[config.mk]
export PLATFORM = sky130hd
export DESIGN_NAME = srmem_wr_arbiter
export DESIGN_NICKNAME = d
export VERILOG_FILES = /design/src/rtl/srmem_wr_arbiter.sv
export SDC_FILE = /design/constraint.sdc
export NUM_CORES = 1
export LEC_CHECK = 0
export CAP_MARGIN = 30
export CORE_AREA = 2 2 56 58
export DETAILED_ROUTE_END_ITERATION = 10
export DIE_AREA = 0 0 58 60
export PLACE_DENSITY = 0.82
export SETUP_SLACK_MARGIN = 0.4
export SYNTH_ARGS = -nofsm -noshare
export SYNTH_HDL_FRONTEND = slang
export SYNTH_SLANG_ARGS = --single-unit
[constraint.sdc]
create_clock -name clk -period 5 [get_ports clk]
set_clock_uncertainty 0.2 [all_clocks]
set_input_delay 1 -clock clk [delete_from_list [all_inputs] [get_ports clk]]
set_output_delay 1 -clock clk [all_outputs]
set_load 0.03 [all_outputs]
[src/rtl/srmem_wr_arbiter.sv]
// Round-robin arbiter sharing the single write port of a shift-register memory bank.
// One producer holds the grant per burst until the memory reports the burst consumed.
module srmem_wr_arbiter #(
  parameter int NUM_SRC   = 4,
  parameter int DATA_BW   = 8,
  parameter int MAX_BEATS = 8,
  parameter int SRC_BW    = $clog2(NUM_SRC),
  parameter int CNT_BW    = $clog2(MAX_BEATS + 1)
) (
  input  logic                       clk,
  input  logic                       rst,
  input  logic [NUM_SRC-1:0]         src_valid,
  input  logic [NUM_SRC*DATA_BW-1:0] src_data,
  input  logic [NUM_SRC-1:0]         src_last,
  output logic [NUM_SRC-1:0]         src_ready,
  output logic                       mem_valid_din,
  output logic [DATA_BW-1:0]         mem_din,
  output logic                       mem_is_lastdin,
  input  logic                       mem_wrfull,
  input  logic                       mem_wrend,
  output logic                       grant_valid,
  output logic [SRC_BW-1:0]          grant_id,
  output logic [CNT_BW-1:0]          beat_cnt,
  output logic                       err_trunc
);

  typedef enum logic [1:0] {
    IDLE     = 2'd0,
    BURST    = 2'd1,
    WAIT_END = 2'd2
  } state_t;

  state_t              state;
  state_t              state_next;
  logic [SRC_BW-1:0]   rr_ptr;
  logic [SRC_BW-1:0]   pick_id;
  logic                pick_found;
  logic [SRC_BW:0]     cand;
  logic                cur_valid;
  logic                cur_last;
  logic [DATA_BW-1:0]  cur_data;
  logic                last_beat;
  logic                accept;

  // Search from rr_ptr+1 upward with explicit wrap so non-power-of-2 NUM_SRC works.
  always_comb begin
    pick_found = 1'b0;
    pick_id    = '0;
    cand       = '0;
    for (int i = 1; i <= NUM_SRC; i++) begin
      cand = {1'b0, rr_ptr} + (SRC_BW+1)'(i);
      if (cand >= (SRC_BW+1)'(NUM_SRC)) begin
        cand = cand - (SRC_BW+1)'(NUM_SRC);
      end
      if (!pick_found && src_valid[cand[SRC_BW-1:0]]) begin
        pick_found = 1'b1;
        pick_id    = cand[SRC_BW-1:0];
      end
    end
  end

  always_comb begin
    cur_valid = 1'b0;
    cur_last  = 1'b0;
    cur_data  = '0;
    for (int i = 0; i < NUM_SRC; i++) begin
      if (grant_id == SRC_BW'(i)) begin
        cur_valid = src_valid[i];
        cur_last  = src_last[i];
        cur_data  = src_data[i*DATA_BW +: DATA_BW];
      end
    end
  end

  // A burst reaching memory capacity is closed even if the source did not mark it last.
  assign last_beat = cur_last | (beat_cnt == CNT_BW'(MAX_BEATS - 1));

  always_ff @(posedge clk) begin
    if (rst) begin
      state <= IDLE;
    end else begin
      state <= state_next;
    end
  end

  always_comb begin
    state_next     = state;
    src_ready      = '0;
    mem_valid_din  = 1'b0;
    mem_din        = '0;
    mem_is_lastdin = 1'b0;
    accept         = 1'b0;
    case (state)
      IDLE: begin
        if (pick_found) begin
          state_next = BURST;
        end
      end
      BURST: begin
        src_ready[grant_id] = ~mem_wrfull;
        mem_valid_din       = cur_valid & ~mem_wrfull;
        mem_din             = cur_data;
        mem_is_lastdin      = last_beat;
        accept              = cur_valid & ~mem_wrfull;
        if (accept && last_beat) begin
          state_next = WAIT_END;
        end
      end
      WAIT_END: begin
        if (mem_wrend) begin
          state_next = IDLE;
        end
      end
      default: begin
        state_next = IDLE;
      end
    endcase
  end

  // rr_ptr moves only when the burst is consumed, so the served source drops to lowest priority.
  always_ff @(posedge clk) begin
    if (rst) begin
      grant_valid <= 1'b0;
      grant_id    <= '0;
      beat_cnt    <= '0;
      err_trunc   <= 1'b0;
      rr_ptr      <= SRC_BW'(NUM_SRC - 1);
    end else begin
      err_trunc <= 1'b0;
      case (state)
        IDLE: begin
          if (pick_found) begin
            grant_id    <= pick_id;
            grant_valid <= 1'b1;
            beat_cnt    <= '0;
          end
        end
        BURST: begin
          if (accept) begin
            beat_cnt <= beat_cnt + CNT_BW'(1);
            if (last_beat) begin
              err_trunc <= ~cur_last;
            end
          end
        end
        WAIT_END: begin
          if (mem_wrend) begin
            rr_ptr      <= grant_id;
            grant_valid <= 1'b0;
            beat_cnt    <= '0;
          end
        end
        default: begin
        end
      endcase
    end
  end

endmodule

==> results.md <==
Run status:
- The run finished with clean final reports.

Placed design:
- After legalization and detailed placement, the total HPWL measured 2460 um.
- The number of placed instances, taps included is 194.
- The routability-driven placement congestion ratio is 0.794.
- Port buffering added 65 buffers.

Clock tree:
- The number of gates resized after CTS was 0.
- Hold repair after CTS inserted 0 buffers.
- Clock tree synthesis inserted a total of 3 buffers.
- The number of buffers inserted by post-CTS setup repair is 0.
- The number of H-tree levels is 1.
- The clock drives 12 sinks.
- The CTS tree is built.
- The clock root buffer is clkbuf_4.
- The maximum number of buffers from clock root to sink is 2.
- Clock latency on the worst-skew pair, taken at its later pin, is 0.29 ns.
- The clock-pin slew on the worst setup and hold paths is 0.08 ns.

Routing:
- The per-cell routed wire length is 15.9 um.
- The violation count after the first detailed-routing iteration is 39.
- The vias per cell is 5.26.
- Wires add up to 3150 um.
- The via count is 1041.
- The remaining design rule violation count is 0.
- The residual antenna-violating net count after detailed routing is 0.
- The number of optimization iterations in the first detailed-route pass is 4.

Timing:
- The hold violation count in the final report came to 0.
- The count of final max-slew check failures is 0.
- The slew at the pin closest to its max-slew limit is 0.838 ns.
- The smallest clock period supported by the final layout is computed as 4.40 ns.
- Of the available clock period, the critical path in the final layout requires 0.881.
- The final-report setup violation count is 0.
- Measured against its own limit, the worst slew margin works out to 0.440.
- Adding up every negative setup slack in the final design gives 0 ns.
- Setup repair after global routing left no endpoint under its margin.
- The maximum achievable frequency is 0.227 GHz.

Yosys:
- The total of flip-flops plus latches after synthesis is 12.
- A synthesized cell averages 9.59 um2.
- The portion of the post-synthesis area used by sequential elements is 0.246.
- The yosys synthesis warning count is 0.
- Yosys mapped the design onto 35 distinct sky130hd cell types.
- The net count after synthesis is 147.
- The synthesized design contains 0 enable-type register cells.
- The share of synthesized area in the top cell type comes to 0.246.
- The cell area after synthesis is 978 um2.
- The cell accounting for the most synthesized area is dfxtp_1.
- The most used flip-flop cell after synthesis is dfxtp_1.
- By area the synthesized netlist is led by dfxtp_1 25%, mux4_2 14%, mux4_1 11%, nor2b_1 6.4%, nand2b_1 5.8%.
- The share of flip-flops with an asynchronous set or reset is 0.
- Synthesis handed over a netlist of 102 instances.
- The leading cell type by number of instances after synthesis is dfxtp_1.
- By count the netlist is led by 12 x dfxtp_1, 10 x nor2b_1, 9 x nand2b_1.

Floorplanning:
- In this run the vertical extent of the chip is 60 um.
- After floorplanning, the core was divided into 20 placement rows.
- The core region is 0.00290 mm2.
- The overall die area is 0.00348 mm2.
- The top-level I/O count is 66.
- The effective utilization at floorplan is 0.337.
- The die extent in x is 58 um.

Setup path:
- For the worst flop-to-flop path, the logic depth is 4.
- The type of origin of the critical path is a primary input.
- The signal arrival time at the worst endpoint is 3.20 ns.
- In this run the worst path has a maximum fanout of 7.
- By startpoint and endpoint, the worst setup path is classified as in -> out.
- For the worst setup path, the data required time is 3.80 ns.
- Across all register-to-register paths, the minimum setup slack is 2.63 ns.
- The critical path capture point type is an output port.

Power and ir drop:
- Of the total power, registers draw 0.336.
- The total internal power is 223 uW.
- The worst IR drop on VDD is 0.151 mV.
- The analysis attributes to net switching a power of 108 uW.
- The power density of the placed cells is 197 mW/mm2.
- In this run the static leakage power is 0.000631 uW.
- The combinational power share is 0.414.
- Of the total power, the clock network draws 0.249.
- Of the total power, the share spent switching nets is 0.326.

GRT:
- The leftover overflow at the end of global routing is 0.
- The total routing usage reported by global routing is 0.180.
- The wire length of the first global-routing pass is 4750 um.
- The pin count of the biggest net entering global routing is 18.
- The number of antenna violations at the first check in global routing is 0.
- The number of global-route vias before repair is 992.

Layout:
- The fraction of final layout cells with drive strength greater than 1 is 0.0727.
- The final cell count without fillers is 198.
- The growth of design area from synthesis to finish is 71.2%.
- 0 antenna diodes ended up in the layout.
- In the final design database the tool counted 211 nets.

Job:
- The max-capacitance violation count is 0.

Min path:
- The class of the most critical hold timing path is reg -> reg.
- The count of cells along the worst hold path is 2.
-- through the flow --
step | hold WS [ns] | util | area, um2 | setup WS (ns) | total power, uW
2_1_floorplan | 0.314 | - | 978 | 1.85 | 184
3_3_place_gp | 0.291 | 0.565 | 1640 | 0.803 | 247
3_5_place_dp | 0.304 | 0.565 | 1640 | 0.620 | 250
4_1_cts | 0.319 | 0.577 | 1680 | 0.572 | 335
5_1_grt | 0.349 | 0.577 | 1680 | 0.426 | 348
6_report | 0.319 | 0.577 | 1680 | 0.597 | 330
-- flip-flops by register name, summed over array words and instances, names as in the netlist --
register and count:
state 2, beat_cnt 4, grant_valid 1, err_trunc 1
grant_id 2, rr_ptr 2
-- final timing paths --
| kind | endpoint | startpoint |
|---|---|---|
| max | mem_valid_din | mem_wrfull |
| min reg2reg | beat_cnt[1]$_SDFFE_PP0P_ | beat_cnt[1]$_SDFFE_PP0P_ |
| min | beat_cnt[1]$_SDFFE_PP0P_ | beat_cnt[1]$_SDFFE_PP0P_ |
| max reg2reg | state[0]$_SDFFE_PP0P_ | grant_id[0]$_SDFFE_PP0P_ |
-- placed cells by master (no fill, tap or decap), drive strengths merged --
cell type and n:
a2111oi 1, a211oi 1, a21o 1, a21oi 5
a221oi 1, a311oi 1, and3 2, and3b 1
clkbuf 4, clkdlybuf4s50 65, dfxtp 12, ha 1
inv 5, mux2i 2, mux4 10, nand2 3
nand2b 9, nand3 5, nand3b 2, nand4b 1
nor2 6, nor2b 11, nor3 1, nor3b 2
nor4 3, o211ai 1, o21ai 4, o22a 1
o22ai 1, or4 1, xnor2 1, xor2 1
-- cells by family after synthesis --
family / synth area share
fa+ha+maj: 0.0128
buf+inv: 0.0511
compound gates: 0.118
flops: 0.246
xor+xnor: 0.0179
simple gates: 0.289
mux: 0.266
-- power groups by stage --
stage / logic (uW) / clock network (uW) / registers (uW)
after floorplan: 74.2 / 0 / 110
after global placement: 134 / 0 / 113
after detailed placement: 137 / 0 / 113
after CTS: 137 / 86.8 / 111
after global routing: 145 / 90.2 / 113
final: 137 / 82.4 / 111
-- cell type report --
| class | instances | area, um2 |
|---|---|---|
| Clock buffer | 4 | 36.3 |
| Fill cell | 263 | 1230 |
| Inverter | 5 | 18.8 |
| Multi-Input combinational cell | 79 | 688 |
| Sequential cell | 12 | 240 |
| Tap cell | 33 | 41.3 |
| Timing Repair Buffer | 65 | 651 |
-- metal layers --
| layer | wire, um | GRT usage |
|---|---|---|
| met4 | 19 | 0.0565 |
| met2 | 1730 | 0.299 |
| met5 | 0 | 0 |
| met3 | 136 | 0.0498 |
| met1 | 1270 | 0.227 |
-- worst max-delay path: stages --
cell and delay [ns]:
clkdlybuf4s50_1 0.46, nor3b_1 0.67, nand2_1 0.26, inv_1 0.14, clkdlybuf4s50_1 0.67
Power figures use the tool's default switching activity.
